[config.mk]
export PLATFORM = sky130hd
export DESIGN_NAME = alu_op_sequencer
export DESIGN_NICKNAME = d
export VERILOG_FILES = /design/src/rtl/alu_op_sequencer.sv
export SDC_FILE = /design/constraint.sdc
export NUM_CORES = 1
export LEC_CHECK = 0
export CAP_MARGIN = 30
export CORE_UTILIZATION = 44
export DETAILED_ROUTE_END_ITERATION = 6
export GPL_ROUTABILITY_DRIVEN = 0
export PLACE_DENSITY = 0.95
export SETUP_SLACK_MARGIN = 0.3
export SYNTH_ARGS = -nofsm -noshare
export SYNTH_HDL_FRONTEND = slang
export SYNTH_SLANG_ARGS = --single-unit
[constraint.sdc]
create_clock -name clk -period 3.9 [get_ports clk]
set_clock_uncertainty 0.15 [all_clocks]
set_input_delay 0.585 -clock clk [delete_from_list [all_inputs] [get_ports clk]]
set_output_delay 0.585 -clock clk [all_outputs]
set_load 0.05 [all_outputs]
[src/rtl/alu_op_sequencer.sv]
// Issue stage in front of the ALU: accepts a request, holds it on the ALU inputs for DRIVE and SAMPLE, then returns OutALU and Flags.
// Optional performance counter enabled by defining ALU_SEQ_PERF_CNT_EN.
module alu_op_sequencer #(
    parameter int WIDTH    = 8,
    parameter int FUNSEL_W = 4,
    parameter int FLAG_W   = 4
`ifdef ALU_SEQ_PERF_CNT_EN
    ,
    parameter int CNT_W    = 16
`endif
) (
    input  logic                clk,
    input  logic                rst,
    input  logic                req_valid,
    output logic                req_ready,
    input  logic [FUNSEL_W-1:0] req_funsel,
    input  logic [WIDTH-1:0]    req_a,
    input  logic [WIDTH-1:0]    req_b,
    input  logic                req_use_prev,
    output logic [WIDTH-1:0]    alu_a,
    output logic [WIDTH-1:0]    alu_b,
    output logic [FUNSEL_W-1:0] alu_funsel,
    input  logic [WIDTH-1:0]    alu_out,
    input  logic [FLAG_W-1:0]   alu_flags,
    output logic                rsp_valid,
    input  logic                rsp_ready,
    output logic [WIDTH-1:0]    rsp_data,
    output logic [FLAG_W-1:0]   rsp_flags
`ifdef ALU_SEQ_PERF_CNT_EN
    ,
    output logic [CNT_W-1:0]    op_count
`endif
);

    typedef enum logic [1:0] {
        IDLE,
        DRIVE,
        SAMPLE,
        RESP
    } state_t;

    state_t                state;
    state_t                state_next;
    logic [WIDTH-1:0]      a_q;
    logic [WIDTH-1:0]      b_q;
    logic [FUNSEL_W-1:0]   funsel_q;
    logic [WIDTH-1:0]      prev_result;
    logic                  accept;
    logic                  rsp_fire;
    logic                  alu_busy;

    assign req_ready = (state == IDLE) || ((state == RESP) && rsp_ready);
    assign accept    = req_valid && req_ready;
    assign rsp_fire  = rsp_valid && rsp_ready;
    assign alu_busy  = (state == DRIVE) || (state == SAMPLE);

    // NOTE: sequential state uses non-blocking assignments so every register samples pre-edge values.
    always_ff @(posedge clk) begin
        if (rst) begin
            state <= IDLE;
        end else begin
            state <= state_next;
        end
    end

    // NOTE: state_next gets a default first so no path through the case leaves it unassigned (no latch).
    always_comb begin
        state_next = state;
        unique case (state)
            IDLE:    if (accept) state_next = DRIVE;
            DRIVE:   state_next = SAMPLE;
            SAMPLE:  state_next = RESP;
            RESP: begin
                if (rsp_ready) begin
                    state_next = accept ? DRIVE : IDLE;
                end
            end
            default: state_next = IDLE;
        endcase
    end

    // In RESP prev_result already equals the rsp_data being handed off, so chaining sees it directly.
    always_ff @(posedge clk) begin
        if (rst) begin
            a_q      <= '0;
            b_q      <= '0;
            funsel_q <= '0;
        end else if (accept) begin
            a_q      <= req_use_prev ? prev_result : req_a;
            b_q      <= req_b;
            funsel_q <= req_funsel;
        end
    end

    always_comb begin
        alu_a      = '0;
        alu_b      = '0;
        alu_funsel = '0;
        if (alu_busy) begin
            alu_a      = a_q;
            alu_b      = b_q;
            alu_funsel = funsel_q;
        end
    end

    // Flags were clocked by the ALU at the end of DRIVE, so both values are settled by the end of SAMPLE.
    always_ff @(posedge clk) begin
        if (rst) begin
            rsp_valid   <= 1'b0;
            rsp_data    <= '0;
            rsp_flags   <= '0;
            prev_result <= '0;
        end else if (state == SAMPLE) begin
            rsp_valid   <= 1'b1;
            rsp_data    <= alu_out;
            rsp_flags   <= alu_flags;
            prev_result <= alu_out;
        end else if (rsp_fire) begin
            rsp_valid   <= 1'b0;
        end
    end

`ifdef ALU_SEQ_PERF_CNT_EN
    always_ff @(posedge clk) begin
        if (rst) begin
            op_count <= '0;
        end else if (rsp_fire) begin
            op_count <= op_count + 1'b1;
        end
    end
`endif

endmodule

==> results.py <==
metrics = {
    "run_status": {
        "status": "complete, no violations",
    },
    "clock_network": {
        "clockBufferDepth": 2,
        "cts_tree": "done",
        "cts_made_buffers": 5,
        "clk_latency_ps": 340,
        "clockRootBuffer": "clkbuf_4",
        "cts_hold_buffers": 0,
        "cts_resized": 0,
        "clock-sinks": 35,
        "clkTransAtPathRegs_ps": 110,
        "post_cts_buffers": 0,
        "htree_levels": 2,
    },
    "sta": {
        "setup-tns-final_ps": 0,
        "rsz0062_at_grt": "no",
        "slew_headroom": 0.468,
        "finalSetupViolations": 0,
        "fin_crit_ps": 3320,
        "fin_crit_sh": 0.851,
        "hold_viol": 0,
        "fin_hold_ws_ps": 329,
        "max_freq_ghz": 0.301,
        "fin_ws_ps": 583,
        "drv_slew": 0,
        "tightest_slew_ps": 797,
    },
    "setup_path": {
        "slowest_delay_ps": 770,
        "path_delay_family": "buffers and inverters",
        "path_buf_inv": 3,
        "r2r_start": "state[0]$_SDFFE_PP0P_",
        "crit_start": "rsp_ready",
        "cp_data_required_time_ps": 3160,
        "reg2reg_setup_slack_ps": 1910,
        "cp_max_fo": 21,
        "r2r_end": "a_q[4]$_SDFFE_PP0P_",
        "crit_top_cell": "clkdlybuf4s50_1",
        "worstPathArrival_ps": 2580,
        "r2r_cells": 6,
        "crit_cells": 4,
        "crit_type": "primary input to output port",
        "setup.worst_path.end": "req_ready",
        "worstSetupEndpointType": "output port",
        "critPathSlowestCell": "clkdlybuf4s50_1",
        "crit_chain": "clkdlybuf4s50_1, a21oi_2, inv_2, clkdlybuf4s50_1",
        "cp-start-kind": "primary input",
    },
    "drt": {
        "dr.first_iter.drc_count": 141,
        "vias_per_cell": 5.09,
        "antenna_left": 0,
        "drc": 0,
        "drt_pass1_iterations": 4,
        "drt-total-wl_um": 3810,
        "vias": 1461,
        "wl_per_cell_um": 13.3,
    },
    "floorplanning": {
        "io_pins": 71,
        "core-area_um2": 3390,
        "die_h_um": 62.0,
        "fp-row-count": 21,
        "die-area_um2": 3840,
        "fp.dieW_um": 62.0,
        "initial_utilization": 0.467,
    },
    "logic_synthesis": {
        "syn_avg_cell_area_um2": 8.99,
        "synth_top_area_frac": 0.443,
        "synth.most_common_cell": "dfxtp_1",
        "syn_inst": 176,
        "synth_top_flop_cell": "dfxtp_1",
        "synthTopCellsByCount": "dfxtp_1 (35), a21oi_1 (22), and2_1 (20), mux2i_1 (20), nor2_1 (14)",
        "ys_types": 26,
        "syn_nets": 217,
        "synth_edf_count": 0,
        "async_flop_share": 0,
        "synth_top_area_cell": "dfxtp_1",
        "syn_area_um2": 1580,
        "yosys-top-cells-area": "dfxtp_1 (44%), mux2i_1 (13%), and2_1 (7.9%)",
        "yosys_warnings": 0,
        "seq_area_frac_synth": 0.443,
        "ys_ff_latch": 35,
    },
    "place": {
        "hpwl_um": 2660,
        "place_area_um2": 2300,
        "detailedPlace.worstSlack_ps": 619,
        "io_buffer_count": 70,
        "dp.cells": 279,
    },
    "final_layout": {
        "area_delta_synth_final_pct": 48.7,
        "drive_gt1_frac": 0.0498,
        "fin_area_um2": 2350,
        "multi_input_area_um2": 786,
        "diodes": 0,
        "stdcell_count": 287,
        "final_core_util": 0.694,
        "final_nets": 281,
        "ff_latch_area_um2": 701,
        "fillers": 265,
    },
    "pwr": {
        "p_per_area_nw_per_um2": 672,
        "total_power_mw": 1.58,
        "leakage_nw": 0.881,
        "ir_worst_vdd_uv": 402,
    },
    "global_routing": {
        "grt_pass1_vias": 1336,
        "grt_max_degree": 24,
        "globalRouteTotalUtil": 0.218,
        "antenna_found_initial": 0,
        "grt_overflow": 0,
        "grt_pass1_wl_um": 6000,
    },
    "flow_run": {
        "maxCapViolations": 0,
    },
    "worst_hold_path": {
        "hp-class": "flop to flop",
    },
}
-- cells by family (layout without fill, tap and decap cells) --
family / count (synthesis) / in the layout / share of synthesized area
muxes: 20 / 20 / 0.127
and+or+nand+nor: 50 / 50 / 0.167
adders and majority gates: 4 / 4 / 0.0316
buffers and inverters: 20 / 85 / 0.0601
DFF: 35 / 35 / 0.443
AOI/OAI and AO/OA: 47 / 47 / 0.172
-- worst min path at each step --
| stage | end | slack (ps) | startpoint | cells after the start |
|---|---|---|---|---|
| final | funsel_q[3]$_SDFFE_PP0P_ | 330 | funsel_q[3]$_SDFFE_PP0P_ | 2 |
| after global routing | funsel_q[1]$_SDFFE_PP0P_ | 350 | funsel_q[1]$_SDFFE_PP0P_ | 2 |
| after CTS | b_q[3]$_SDFFE_PP0P_ | 330 | b_q[3]$_SDFFE_PP0P_ | 2 |
| after detailed placement | funsel_q[3]$_SDFFE_PP0P_ | 320 | funsel_q[3]$_SDFFE_PP0P_ | 2 |
| after global placement | funsel_q[2]$_SDFFE_PP0P_ | 310 | funsel_q[2]$_SDFFE_PP0P_ | 2 |
| after floorplan | b_q[1]$_SDFFE_PP0P_ | 300 | b_q[1]$_SDFFE_PP0P_ | 2 |
-- layout make-up --
class	instances	area share
multi-input combinational	121	0.334
timing repair buffer	72	0.313
sequential	35	0.298
tap	46	0.0245
clock buffer	6	0.0176
inverter	5	0.00798
clock inverter	2	0.00532
-- worst register-to-register path: cells and delay by family (launching register included) --
family | cells | cell delay [ps]
AOI/OAI and AO/OA | 3 | 720
adders and majority gates | 1 | 230
buffers and inverters | 2 | 380
DFF | 1 | 370
-- report_power, final --
| part | switching [mW] | internal, mW | leakage (nW) | total (mW) |
|---|---|---|---|---|
| sequential | 0.0507 | 0.447 | 0.287 | 0.498 |
| clock | 0.123 | 0.0695 | 0.0282 | 0.193 |
| combinational | 0.573 | 0.318 | 0.566 | 0.891 |
| total | 0.746 | 0.835 | 0.881 | 1.58 |
-- sequential cells by signal, summed over array words and instances (netlist names) --
signal,cells
prev_result,8
state,2
rsp_valid,1
rsp_flags,4
funsel_q,4
a_q,8
b_q,8
-- per-layer routing --
layer / GRT usage / routed length [um]
met5: 0 / 0
met4: 0.0794 / 61
met3: 0.0870 / 253
met2: 0.316 / 1710
met1: 0.293 / 1780
-- layout by cell type (no fill, tap or decap), drive strengths merged --
master,n
a211oi,9
a21oi,23
a311oi,1
a31oi,1
and2,20
and3,1
buf,2
clkbuf,6
clkdlybuf4s50,70
clkinv,1
clkinvlp,1
dfxtp,35
ha,4
inv,5
mux2i,20
nand2b,1
nand3,12
nor2,14
o21ai,12
o21ba,1
or2,1
or2b,1
No activity file was read; power rests on OpenSTA's default activity.
